===== config.mk =====
export PLATFORM = sky130hd
export DESIGN_NAME = rom_button_conditioner
export DESIGN_NICKNAME = d
export VERILOG_FILES = /design/src/rtl/rom_reader_pkg.sv /design/src/rtl/button_channel.sv /design/src/rtl/rom_button_conditioner.sv
export SDC_FILE = /design/constraint.sdc
export NUM_CORES = 1
export LEC_CHECK = 0
export BUFFER_PORTS_ARGS = -buffer_cell sky130_fd_sc_hd__buf_4
export CAP_MARGIN = 20
export CORE_MARGIN = 2
export CORE_UTILIZATION = 59
export CTS_CLUSTER_DIAMETER = 50
export CTS_CLUSTER_SIZE = 10
export DETAILED_ROUTE_END_ITERATION = 8
export PLACE_DENSITY = 0.73
export SLEW_MARGIN = 15
export SYNTH_ARGS = -nofsm -noshare
export SYNTH_HDL_FRONTEND = slang
export SYNTH_HIERARCHICAL = 1
export SYNTH_SLANG_ARGS = --single-unit

===== constraint.sdc =====
create_clock -name clk -period 5.85 [get_ports clk]
set_input_delay 0.8775 -clock clk [delete_from_list [all_inputs] [get_ports clk]]
set_output_delay 0.8775 -clock clk [all_outputs]
set_load 0.005 [all_outputs]

===== src/rtl/rom_reader_pkg.sv =====
// Shared types and constants for the ROM reader front-end button conditioning.
package rom_reader_pkg;

    typedef enum logic [1:0] {
        IDLE      = 2'd0,
        PRESSED   = 2'd1,
        REPEATING = 2'd2
    } channel_state_t;

    localparam int DEFAULT_DEBOUNCE_CYCLES = 50000;     // 1 ms at 50 MHz
    localparam int DEFAULT_REPEAT_DELAY    = 25000000;  // 0.5 s
    localparam int DEFAULT_REPEAT_PERIOD   = 5000000;   // 0.1 s

    localparam int CHIP_SEL = 2;
    localparam int INC      = 1;
    localparam int DEC      = 0;

endpackage


===== src/rtl/button_channel.sv =====
// One push-button channel: 2-flop synchroniser, debounce counter and a
// press/auto-repeat FSM producing raw single-cycle press and repeat strobes.
module button_channel
    import rom_reader_pkg::*;
#(
    parameter int DEBOUNCE_CYCLES = DEFAULT_DEBOUNCE_CYCLES,
    parameter int REPEAT_DELAY    = DEFAULT_REPEAT_DELAY,
    parameter int REPEAT_PERIOD   = DEFAULT_REPEAT_PERIOD,
    parameter bit REPEAT_ENABLE   = 1'b1
) (
    input  logic       clk,
    input  logic       reset,
    input  logic       button,
    output logic       press_pulse,
    output logic       repeat_pulse,
    output logic       held,
    output logic [1:0] state_dbg
);

    localparam int DEB_W   = $clog2(DEBOUNCE_CYCLES) + 1;
    localparam int RPT_MAX = (REPEAT_DELAY > REPEAT_PERIOD) ? REPEAT_DELAY : REPEAT_PERIOD;
    localparam int RPT_W   = $clog2(RPT_MAX) + 1;

    localparam logic [DEB_W-1:0] DEB_LAST    = DEB_W'(DEBOUNCE_CYCLES - 1);
    localparam logic [RPT_W-1:0] DELAY_LAST  = RPT_W'(REPEAT_DELAY - 1);
    localparam logic [RPT_W-1:0] PERIOD_LAST = RPT_W'(REPEAT_PERIOD - 1);

    logic             sync_q1, sync_q2, sync;
    logic             level;
    logic [DEB_W-1:0] deb_cnt;
    logic [RPT_W-1:0] rpt_cnt;
    logic             delay_done, period_done;
    channel_state_t   state, state_next;

    // Synchroniser idles at 1 (released); sync is the active-high view.
    always_ff @(posedge clk) begin
        if (reset) begin
            sync_q1 <= 1'b1;
            sync_q2 <= 1'b1;
        end else begin
            sync_q1 <= button;
            sync_q2 <= sync_q1;
        end
    end

    assign sync = ~sync_q2;

    always_ff @(posedge clk) begin
        if (reset) begin
            level   <= 1'b0;
            deb_cnt <= '0;
        end else if (sync == level) begin
            deb_cnt <= '0;
        end else if (deb_cnt == DEB_LAST) begin
            level   <= sync;
            deb_cnt <= '0;
        end else if (deb_cnt != '1) begin
            deb_cnt <= deb_cnt + 1'b1;
        end
    end

    assign delay_done  = (state == PRESSED)   && (rpt_cnt == DELAY_LAST);
    assign period_done = (state == REPEATING) && (rpt_cnt == PERIOD_LAST);

    // Repeat counter only runs while the button is debounced-held.
    always_ff @(posedge clk) begin
        if (reset) begin
            rpt_cnt <= '0;
        end else if (!REPEAT_ENABLE || !level || state == IDLE) begin
            rpt_cnt <= '0;
        end else if (delay_done || period_done) begin
            rpt_cnt <= '0;
        end else if (rpt_cnt != '1) begin
            rpt_cnt <= rpt_cnt + 1'b1;
        end
    end

    always_ff @(posedge clk) begin
        if (reset) state <= IDLE;
        else       state <= state_next;
    end

    always_comb begin
        state_next = state;
        case (state)
            IDLE:      if (level) state_next = PRESSED;
            PRESSED: begin
                if (!level)                          state_next = IDLE;
                else if (REPEAT_ENABLE && delay_done) state_next = REPEATING;
            end
            REPEATING: if (!level) state_next = IDLE;
            default:   state_next = IDLE;
        endcase
    end

    always_comb begin
        press_pulse  = (state == IDLE) && level;
        repeat_pulse = REPEAT_ENABLE && level && (delay_done || period_done);
        held         = level;
        state_dbg    = state;
    end

endmodule


===== src/rtl/rom_button_conditioner.sv =====
// Conditions the chip-select / increment / decrement buttons into clean
// registered pulses, with an increment/decrement interlock.
module rom_button_conditioner
    import rom_reader_pkg::*;
#(
    parameter int DEBOUNCE_CYCLES = DEFAULT_DEBOUNCE_CYCLES,
    parameter int REPEAT_DELAY    = DEFAULT_REPEAT_DELAY,
    parameter int REPEAT_PERIOD   = DEFAULT_REPEAT_PERIOD
) (
    input  logic       clk,
    input  logic       reset,
    input  logic       chip_selection_button,
    input  logic       increment_address_button,
    input  logic       decrement_address_button,
    output logic       chip_selection_pulse,
    output logic       increment_pulse,
    output logic       decrement_pulse,
    output logic [2:0] buttons_held,
    output logic [5:0] channel_state
);

    logic [2:0] raw_button, press, rpt, level;
    logic       both_press, both_held;
    logic       cs_next, inc_next, dec_next;

    assign raw_button[CHIP_SEL] = chip_selection_button;
    assign raw_button[INC]      = increment_address_button;
    assign raw_button[DEC]      = decrement_address_button;

    for (genvar i = 0; i < 3; i++) begin : g_channel
        button_channel #(
            .DEBOUNCE_CYCLES(DEBOUNCE_CYCLES),
            .REPEAT_DELAY   (REPEAT_DELAY),
            .REPEAT_PERIOD  (REPEAT_PERIOD),
            .REPEAT_ENABLE  (i != CHIP_SEL)
        ) u_channel (
            .clk         (clk),
            .reset       (reset),
            .button      (raw_button[i]),
            .press_pulse (press[i]),
            .repeat_pulse(rpt[i]),
            .held        (level[i]),
            .state_dbg   (channel_state[2*i +: 2])
        );
    end

    // Simultaneous inc/dec presses cancel; repeats are muted while both are held.
    always_comb begin
        both_press = press[INC] & press[DEC];
        both_held  = level[INC] & level[DEC];
        cs_next    = press[CHIP_SEL] | rpt[CHIP_SEL];
        inc_next   = (press[INC] & ~both_press) | (rpt[INC] & ~both_held);
        dec_next   = (press[DEC] & ~both_press) | (rpt[DEC] & ~both_held);
    end

    always_ff @(posedge clk) begin
        if (reset) begin
            chip_selection_pulse <= 1'b0;
            increment_pulse      <= 1'b0;
            decrement_pulse      <= 1'b0;
            buttons_held         <= 3'b000;
        end else begin
            chip_selection_pulse <= cs_next;
            increment_pulse      <= inc_next;
            decrement_pulse      <= dec_next;
            buttons_held         <= level;
        end
    end

endmodule


Word-level counts from Yosys, hierarchy flattened --
Cells that the tools add are included. W data, S select, Z words.
Storage, ports and cells: word-level logic and storage cells 114, output and inout port bits 12, flip-flop bits (word level) 124
Operators by class: reductions and logical operators 30, equal/unequal tests 29, bitwise operators 16, $add $sub $neg 5, mux-type cells 13
Operators with widths (number):
- $add A26 B1 Y26 const B | 2
- $eq A26 B23 Y1 const B | 2
- $eq A26 B25 Y1 const B | 2
- $ne A26 B26 Y1 const B | 2
- $add A17 B1 Y17 const B | 3
- $eq A17 B16 Y1 const B | 3
- $ne A17 B17 Y1 const B | 3
- $mux W2 | 10
- $reduce_or A3 Y1 | 5
- $pmux W2 S3 | 2
- $logic_and A1 B1 Y1 | 9
- $not A1 Y1 | 8
- $reduce_and A2 Y1 | 4
- $and A1 B1 Y1 | 6
- $eq A2 B1 Y1 const B | 3
- $eq A2 B2 Y1 const B | 3
- $logic_not A2 Y1 | 3
- $ne A2 B1 Y1 const B | 3
- $ne A2 B2 Y1 const B | 3
- $ne A3 B3 Y1 const B | 2
- $reduce_and A3 Y1 | 2
- $logic_or A1 B1 Y1 | 4
- $pmux W2 S2 | 1
- $eq A1 B1 Y1 | 3
- other kinds (3) | 5

Longest topological paths before layout --
Gate-level depths: netlist (run 1).
depth after elaboration 6, mapped depth 11

Hierarchy --
Netlist (run 1), hierarchy kept.
Modules (own cells, without submodules):
- button_channel (g_channel[1].u_channel) | instances 1, seq. area each 960.9 µm², cells each 282, area an instance 2451.1 µm²
- button_channel (g_channel[0].u_channel) | instances 1, seq. area each 960.9 µm², cells each 274, area an instance 2379.8 µm²
- button_channel (g_channel[2].u_channel) | instances 1, seq. area each 420.4 µm², cells each 111, area an instance 1011.0 µm²
- rom_button_conditioner | instances 1, seq. area each 120.1 µm², cells each 17, area an instance 188.9 µm²

Least setup slack after synthesis (run 1) --
OpenSTA, ideal clock, no wires.
path kind reg-to-reg, start point register g_channel[1].u_channel.deb_cnt[0], end point register g_channel[1].u_channel.deb_cnt[13], data required time 5.729 ns, setup slack 3.584 ns, buffers on the path 1, data arrival time 2.145 ns, cell stages (with the launch flop) 12, cells stage by stage dfxtp_1 ha_1 and3_1 nand4_1 nor3_1 ha_1 clkbuf_1 and3b_1 nor4bb_1 nand4_1 xor2_1 nor2_1
On the way: word-level cells in the longest chain between the ends 2, elaborated cells between the ends (all ways) 4, classes of those cells 1 x add/sub; 2 x eq/ne; 1 x reduce/logical
Ends and longest elaborated chain:
- start, declared | line button_channel.sv:30 | logic [DEB_W-1:0] deb_cnt;
- start signal, assigned | line button_channel.sv:58 | deb_cnt <= deb_cnt + 1'b1;
- branches (longest 2 deep; another with $add A17 B1 Y17)
Several ways; the timed one is not identified. A chain may end at the register's enable or synchronous reset.

Worst setup path after layout (run 1) --
start point register g_channel[0].u_channel.deb_cnt[0], end point register g_channel[0].u_channel.deb_cnt[13]
On the way: word-level cells in the longest chain between the ends 2, elaborated cells between the ends (all ways) 4, classes of those cells 1 x add/sub; 2 x eq/ne; 1 x reduce/logical
Ends and longest elaborated chain (line):
- start, declared | button_channel.sv:30
- start signal, assigned | button_channel.sv:58
- branches (longest 2 deep; another with $add A17 B1 Y17)
Several ways; the timed one is not identified.

==> impl_metrics.toml, run 1 <==
[sta]
clock_skew_ns = 0.00378
period_needed_ns = 2.50
relSlewSlack_pct = 43.2
setup_viol = 0
fin_setup_tns_ns = 0
period_share_pct = 42.8
drv_slew = 0
finalHoldViolations = 0
rsz0062_at_grt = "false"
fmax_mhz = 400
tightest_slew_ns = 0.851

[drt]
drt_first_pass_iters = 4
drt_iter0_drc = 181
antenna_left = 0
wl_per_cell_um = 14.4
via_count = 4881
drt_wl_total_um = 12100
drc_errors = 0
avgViaCountPerCell = 5.80

[global_routing]
grt_pass1_vias = 4580
grt_max_degree = 27
grt_pass1_wl_um = 21300
grt_antenna_before_repair = 0
grt_usage_pct = 23.5
overflow = 0

[yosys]
synth-adder-area-share_pct = 1.87
synth_top_family_by_area = "simple AND/OR/NAND/NOR gates"
synth-main-ff-cell = "dfxtp_1"
yosysWarnings = 6
netlist_area_mm2 = 0.00603
yosysSeqAreaShare_pct = 40.8
synth_edf_count = 0
netlist_top_cells_area = "dfxtp_1 41%, xnor2_1 7.7%, nor2_1 7.2%"
synth_seq_cells = 123
syn_area_per_cell_um2 = 8.82
synth_area_leader_cell = "dfxtp_1"
ys_types = 65
ys_async_sr_fraction_pct = 0
synth-simple-area-share_pct = 32.2
synth_compound_area_share_pct = 7.78
synth_xor_area_share_pct = 12.3
yosys.area.top_type_share_pct = 40.8
synthCells = 684
muxShareOfSynthArea_pct = 1.83

[cts]
cts-buffers-inserted = 17
cts_sinks = 123
post_cts_resized = 0
htree_levels = 4
hold_buffers = 0
clk_latency_ns = 0.53
clockBufferDepth = 2
root_buffer = "clkbuf_8"
cts_tree = "built"
cts.clk_slew.worst_paths_ns = 0.06
postCtsSetupBuffers = 0

[floorplanning]
die_w_um = 105
start_util_pct = 61.1
ios = 17
std_cell_rows = 36
die_area_mm2 = 0.0110
core_mm2 = 0.00986
die_height_um = 105

[pwr]
swShare_pct = 20.0
power_mw = 1.92
pwr-share-comb_pct = 1.2
power.switching_mw = 0.384
p_clk_share_pct = 54.6
ir_drop_uv = 319
power.density_mw_per_mm2 = 283
internal_power_mw = 1.54
power_frac_seq_pct = 44.1
leakagePower_nw = 2.19

[critical_path]
worstPathMaxFanout = 6
timing.rr.start = "g_channel[0].u_channel/deb_cnt[0]"
cp.required_ns = 6.25
start_kind = "flip-flop"
cp.arrival_ns = 2.90
crit_start = "g_channel[0].u_channel/deb_cnt[0]"
crit_path_end_kind = "flip-flop"
crit_type = "flip-flop to flip-flop"

[finish]
drive_gt1_share_pct = 10.9
area_delta_synth_final_pct = 12.6
diodes = 0
fin_nets = 710

[min_path]
hp-class = "flip-flop to flip-flop"
hp-start = "g_channel[1].u_channel/sync_q1"

[outcome]
status = "complete, no violations"

[placed_design]
dpl.hpwl_um = 8200
place.gp.congestion = 0.849
io_buffers = 15

[run]
maxCapViolations = 0
[sequential cells by signal, summed over array words and instances, names as in the netlist]
| register | flops |
|---|---|
| chip_selection_pulse | 1 |
| g_channel.u_channel/state_dbg | 5 |
| buttons_held | 3 |
| decrement_pulse | 1 |
| g_channel.u_channel/deb_cnt | 51 |
| g_channel.u_channel/held | 3 |
| increment_pulse | 1 |
| g_channel.u_channel/rpt_cnt | 52 |
| g_channel.u_channel/sync_q2 | 3 |
| g_channel.u_channel/sync_q1 | 3 |
[power by group through the flow]
stage                     Clock [mW]  Sequential, mW  Combinational [mW]
after floorplan                    0           0.866              0.0148
after global placement             0           0.866              0.0232
after detailed placement           0           0.866              0.0241
after CTS                       1.07           0.848              0.0243
after global routing            1.10           0.849              0.0269
final                           1.05           0.848              0.0239
[per-layer routing]
| metal | GRT usage, % | wire length (um) |
|---|---|---|
| met5 | 0 | 0 |
| met4 | 8.57 | 139 |
| met3 | 6.11 | 501 |
| met2 | 37.7 | 5720 |
| met1 | 30.5 | 5730 |
[final timing paths]
| path | slack, ns | cells past startpoint | end |
|---|---|---|---|
| worst max-delay path | 3.35 | 10 | g_channel[0].u_channel/deb_cnt[13] |
| worst min-delay path | 0.41 | 1 | g_channel[1].u_channel/sync_q2 |
| worst max register to register | 3.35 | 10 | g_channel[0].u_channel/deb_cnt[13] |
| worst min register to register | 0.41 | 1 | g_channel[1].u_channel/sync_q2 |
[cell families (layout without fill, tap and decap cells)]
group / Yosys count / in the layout
other: 1 / 2
xor gates and xnor gates: 85 / 85
AOI/OAI and AO/OA: 61 / 61
and+or+nand+nor: 357 / 357
muxes: 11 / 11
DFF: 123 / 123
adders and majority gates: 9 / 9
buffers and inverters: 37 / 61
[cell usage after synthesis, types with 10 or more instances]
cell,count
dfxtp_1,123
xnor2_1,53
a211oi_1,10
nand2_1,48
mux2i_1,11
nor3_1,14
inv_1,11
nand4_1,24
buf_2,12
nand3_1,34
and3_1,21
xor2_1,32
nor4_1,17
nor2_1,115
a21oi_1,20
[critical path, stage by stage (launching register included)]
cell	delay (ns)
dfxtp_1	0.33
ha_1	0.22
and3_1	0.20
nand4_1	0.09
nor3_1	0.06
ha_1	0.26
and3b_1	0.30
nor4bb_1	0.53
nand4_1	0.19
xor2_1	0.15
nor2_1	0.05
[cells in the final DEF, fill, tap and decap left out, drive strengths merged, types with 11 or more instances in the layout]
| cell type | count |
|---|---|
| a21oi | 20 |
| and3 | 23 |
| buf | 17 |
| clkbuf | 23 |
| dfxtp | 123 |
| inv | 11 |
| mux2i | 11 |
| nand2 | 48 |
| nand3 | 35 |
| nand4 | 26 |
| nor2 | 115 |
| nor3 | 15 |
| nor4 | 22 |
| xnor2 | 53 |
| xor2 | 32 |
[area by class of cell]
class / count / area [um^2]
clock buffer: 22 / 463
sequential: 123 / 2460
fill: 785 / 3070
tap: 133 / 166
multi-input combinational: 525 / 3390
clock inverter: 10 / 140
inverter: 11 / 41.3
timing repair buffer: 18 / 133
[stage by stage]
step	cell area [um^2]	hold slack (ns)	utilization [%]	setup WS [ns]	instances
floorplan	6030	0.389	-	3.58	685
global placement	6180	0.393	62.6	3.50	808
detailed placement	6180	0.395	62.6	3.37	808
CTS	6780	0.409	68.7	3.36	840
global route	6790	0.427	68.8	3.10	842
finish	6790	0.407	68.8	3.35	842
Power figures use the tool's default switching activity.
==> run 2: changes to the inputs <==
Settings changed: CORE_UTILIZATION 59 to 56.
Clock period 5.85 ns to 2.16 ns, I/O delays scaled along.
==> impl_metrics.toml, run 2 (same netlist as run 1, synthesis figures left out) <==
[critical_path]
max_stage_delay_ns = 0.35
cpMaxStageDelayCell = "dfxtp_4"
cp.arrival_ns = 2.59
cp_top_family = "simple AND/OR/NAND/NOR gates"
worstPathCellList = "ha_4 > and3_4 > nand4_1 > nor3_2 > ha_2 > and3b_2 > nor4bb_4 > nand3_1 > xor2_1 > nor2_1"
crit_type = "flip-flop to flip-flop"
cp.required_ns = 2.54
cp.buffers_inverters = 0
crit_path_end_kind = "flip-flop"
worstPathMaxFanout = 4
start_kind = "flip-flop"
reg2reg_slack_ns = -0.06

[sta]
finalHoldViolations = 0
clock_skew_ns = 0.00530
period_needed_ns = 2.22
period_share_pct = 103
tightest_slew_ns = 0.583
setup_viol = 2
rsz0062_at_grt = "true"
fin_setup_tns_ns = -0.0770
fmax_mhz = 451
relSlewSlack_pct = 60.1
drv_slew = 0
layout_setup_ws_ns = -0.0559

[drt]
wl_per_cell_um = 15.0
antenna_left = 0
drt_first_pass_iters = 5
drt_iter0_drc = 254
drc_errors = 0
drt_wl_total_um = 13700
via_count = 5267
avgViaCountPerCell = 5.77

[global_routing]
grt_pass1_wl_um = 22400
grt_usage_pct = 24.2
grt_antenna_before_repair = 0
overflow = 0
grt_max_degree = 20
grt_pass1_vias = 4935

[min_path]
hp-class = "input pin to flip-flop"

[cts]
htree_levels = 4
clockBufferDepth = 2
cts.clk_slew.worst_paths_ns = 0.06
root_buffer = "clkbuf_8"
cts_sinks = 123
cts_tree = "built"
clk_latency_ns = 0.53
cts-buffers-inserted = 17

[finish]
final_cells = 913
final_common_cell = "nor2_1"
area_delta_synth_final_pct = 24.3
drive_gt1_share_pct = 23.0
largest_reg_flops = 52
fin_nets = 780
top_register = "g_channel.u_channel/rpt_cnt"
mostFrequentLayoutCells = "114 x nor2_1, 113 x dfxtp_1, 85 x buf_4, 52 x xnor2_1, 47 x nand2_1"
diodes = 0

[outcome]
violations = "negative setup slack"
status = "complete, but fails checks"

[placed_design]
place.gp.congestion = 0.883
dpl.hpwl_um = 9080
pre_cts_ws_ns = -0.0469
dp.cells = 871
io_buffers = 15

[pwr]
power.density_mw_per_mm2 = 680
leakagePower_nw = 2.60
ir_drop_uv = 660

[floorplanning]
ios = 17
core_mm2 = 0.0104
std_cell_rows = 37
die_w_um = 108
start_util_pct = 58.2
die_area_mm2 = 0.0116
die_height_um = 108

[run]
maxCapViolations = 0
run 2: cell types whose count changed in the layout (fill, tap and decap cells not counted), moves of 5 or more:
cell and delta:
buf_4 +69, dfxtp_1 -10, dfxtp_2 +8, and3_1 -5
and3_4 +5, clkinv_2 +5, ha_1 -5
run 2: where the power goes:
group | switching, mW | internal, mW | total, mW
Sequential | 0.0132 | 2.28 | 2.30
Clock | 0.970 | 1.76 | 2.73
Combinational | 0.0350 | 0.0382 | 0.0732
Total | 1.02 | 4.08 | 5.10
run 2: worst paths after layout:
| check | startpoint | endpoint | cells past startpoint |
|---|---|---|---|
| worst max-delay path | g_channel[1].u_channel/deb_cnt[0] | g_channel[1].u_channel/deb_cnt[15] | 10 |
| worst min-delay path | reset | decrement_pulse | 2 |
| worst min register to register | g_channel[0].u_channel/sync_q1 | g_channel[0].u_channel/sync_q2 | 1 |
| worst max register to register | g_channel[1].u_channel/deb_cnt[0] | g_channel[1].u_channel/deb_cnt[15] | 10 |
run 2: stage by stage:
stage          cell area (um^2)  power (mW)  hold WS [ns]  util [%]
3_3_place_gp               6680        2.41         0.397      64.5
3_5_place_dp               6680        2.41         0.399      64.5
4_1_cts                    7310        5.15        0.0196      70.5
6_report                   7500        5.10        0.0483      72.3
5_1_grt                    7500        5.26        0.0448      72.3
2_1_floorplan              6090        2.38         0.389         -
run 2: layer usage:
metal	routed length (um)	up-vias	global-route usage [%]
li1	-	2583	-
met5	0	-	0
met1	6120	2528	29.8
met2	6820	129	40.6
met3	532	27	5.51
met4	236	0	9.98
run 2: layout make-up:
class | instances | area [um^2]
multi-input combinational | 525 | 3580
fill | 779 | 2870
sequential | 123 | 2480
timing repair buffer | 88 | 668
clock buffer | 20 | 435
tap | 136 | 170
clock inverter | 10 | 125
inverter | 11 | 41.3
run 2: timing repair:
item                       4_1_cts  5_1_grt
resized for setup                6       36
hold buffers                     3        0
setup endpoints to repair       13       31
pin swaps                        3       26
hold endpoints to repair         3        0
setup buffers                    2        7
==> run 3: changes to the inputs <==
Settings changed: CORE_UTILIZATION 56 to 58, CTS_BUF_LIST set to sky130_fd_sc_hd__clkbuf_2, PLACE_DENSITY 0.73 to 0.75.
==> impl_metrics.toml, run 3 (same netlist as run 1, synthesis figures left out) <==
[floorplanning]
ios = 17
std_cell_rows = 37
die_w_um = 106
die_height_um = 106
core_mm2 = 0.0102
die_area_mm2 = 0.0112
start_util_pct = 58.9

[cts]
cts.clk_slew.worst_paths_ns = 0.18
clk_latency_ns = 0.69
root_buffer = "clkbuf_2"
htree_levels = 4
cts_sinks = 123
clockBufferDepth = 2
cts_tree = "built"
cts-buffers-inserted = 17

[drt]
drt_iter0_drc = 220
avgViaCountPerCell = 5.64
drc_errors = 0
drt_wl_total_um = 12700
wl_per_cell_um = 14.0
antenna_left = 0
drt_first_pass_iters = 4
via_count = 5123

[placed_design]
place_area_mm2 = 0.00664
io_buffers = 15
pre_cts_ws_ns = -0.0738
dpl.hpwl_um = 8880
place.gp.congestion = 0.915

[global_routing]
grt_antenna_before_repair = 0
overflow = 0
grt_pass1_vias = 4795
grt_usage_pct = 23.3
grt_max_degree = 27
grt_pass1_wl_um = 21200

[critical_path]
worstPathMaxFanout = 2
crit_type = "flip-flop to flip-flop"
worstPathCellList = "ha_4 > nand4_4 > or4_1 > or4_4 > nor3b_4 > o21a_1 > a21bo_1 > a21oi_2"
crit_start = "g_channel[0].u_channel/rpt_cnt[0]"
cp.arrival_ns = 2.89
cpMaxStageDelayCell = "or4_1"
max_stage_delay_ns = 0.49
cp.required_ns = 2.78
timing.rr.start = "g_channel[0].u_channel/rpt_cnt[0]"
crit_path_end_kind = "flip-flop"
start_kind = "flip-flop"

[pwr]
power.switching_mw = 0.943
p_clk_share_pct = 39.3
leakagePower_nw = 2.42
power.density_mw_per_mm2 = 549
power_frac_seq_pct = 58.7
pwr-share-comb_pct = 1.9
internal_power_mw = 2.97
swShare_pct = 24.1
ir_drop_uv = 531

[sta]
finalHoldViolations = 0
rsz0062_at_grt = "true"
fin_setup_tns_ns = -0.108
setup_viol = 1
layout_setup_ws_ns = -0.108
clock_skew_ns = 0.0293
fmax_mhz = 441
drv_slew = 0
period_share_pct = 105
tightest_slew_ns = 0.614
relSlewSlack_pct = 58.7
period_needed_ns = 2.27

[min_path]
hp-start = "decrement_address_button"
hp-class = "input pin to flip-flop"

[finish]
drive_gt1_share_pct = 21.6
largest_reg_flops = 52
mostFrequentLayoutCells = "115 x nor2_1, 113 x dfxtp_1, 77 x buf_4, 53 x xnor2_1, 48 x nand2_1"
fin_nets = 774
fin_area_mm2 = 0.00713
final_common_cell = "nor2_1"
diodes = 0
fin_util_pct = 69.7
top_register = "g_channel.u_channel/rpt_cnt"
area_delta_synth_final_pct = 18.2

[run]
maxCapViolations = 0

[outcome]
violations = "negative setup slack"
status = "complete, but fails checks"
-- run 3: metrics by stage --
| step | cells | hold WS, ns | power [mW] |
|---|---|---|---|
| finish | 909 | 0.362 | 3.91 |
| detailed placement | 864 | 0.394 | 2.41 |
| CTS | 905 | 0.272 | 3.97 |
| global route | 909 | 0.266 | 4.08 |
| floorplan | 685 | 0.389 | 2.38 |
| global placement | 864 | 0.391 | 2.41 |
-- run 3: layer usage --
metal / part of all wire (%) / track usage, % / vias to the layer above
li1: - / - / 2571
met1: 47 / 29.2 / 2460
met4: 0.85 / 9.21 / 0
met2: 49 / 38.7 / 85
met3: 3.5 / 5.89 / 7
met5: 0 / 0 / -
-- run 3: what timing repair did --
action / 4_1_cts / 5_1_grt
endpoints found under the setup margin: 13 / 25
setup buffers: 5 / 4
endpoints found under the hold margin: 13 / 0
hold buffers: 4 / 0
gates resized for setup: 8 / 23
pin swaps: 4 / 10
-- run 3: critical path: cells and delay by family (launching register included) --
family	cells	cell delay [ns]
AO/OA/AOI/OAI	3	0.45
adder cells (fa/ha/maj)	1	0.15
flip-flops	1	0.40
AND/OR/NAND/NOR	4	1.22
-- run 3: power by group through the flow --
stage          Clock [mW]  Sequential [mW]  Combinational (mW)
4_1_cts              1.59             2.30              0.0742
5_1_grt              1.69             2.30              0.0852
3_3_place_gp            0             2.34              0.0648
6_report             1.54             2.30              0.0757
2_1_floorplan           0             2.34              0.0401
3_5_place_dp            0             2.34              0.0670
-- run 3: area by class of cell --
class | count | area (um^2)
Clock buffer | 17 | 85.1
Clock inverter | 15 | 173
Fill cell | 819 | 3100
Inverter | 11 | 41.3
Multi-Input combinational cell | 525 | 3540
Sequential cell | 123 | 2470
Tap cell | 136 | 170
Timing Repair Buffer | 82 | 638
-- run 3: worst paths after layout --
check | to | slack [ns] | depth (start not counted)
setup / recovery | decrement_pulse | -0.11 | 8
hold / removal | g_channel[0].u_channel/sync_q1 | 0.36 | 3
setup reg to reg | decrement_pulse | -0.11 | 8
hold reg to reg | g_channel[0].u_channel/sync_q2 | 0.43 | 1
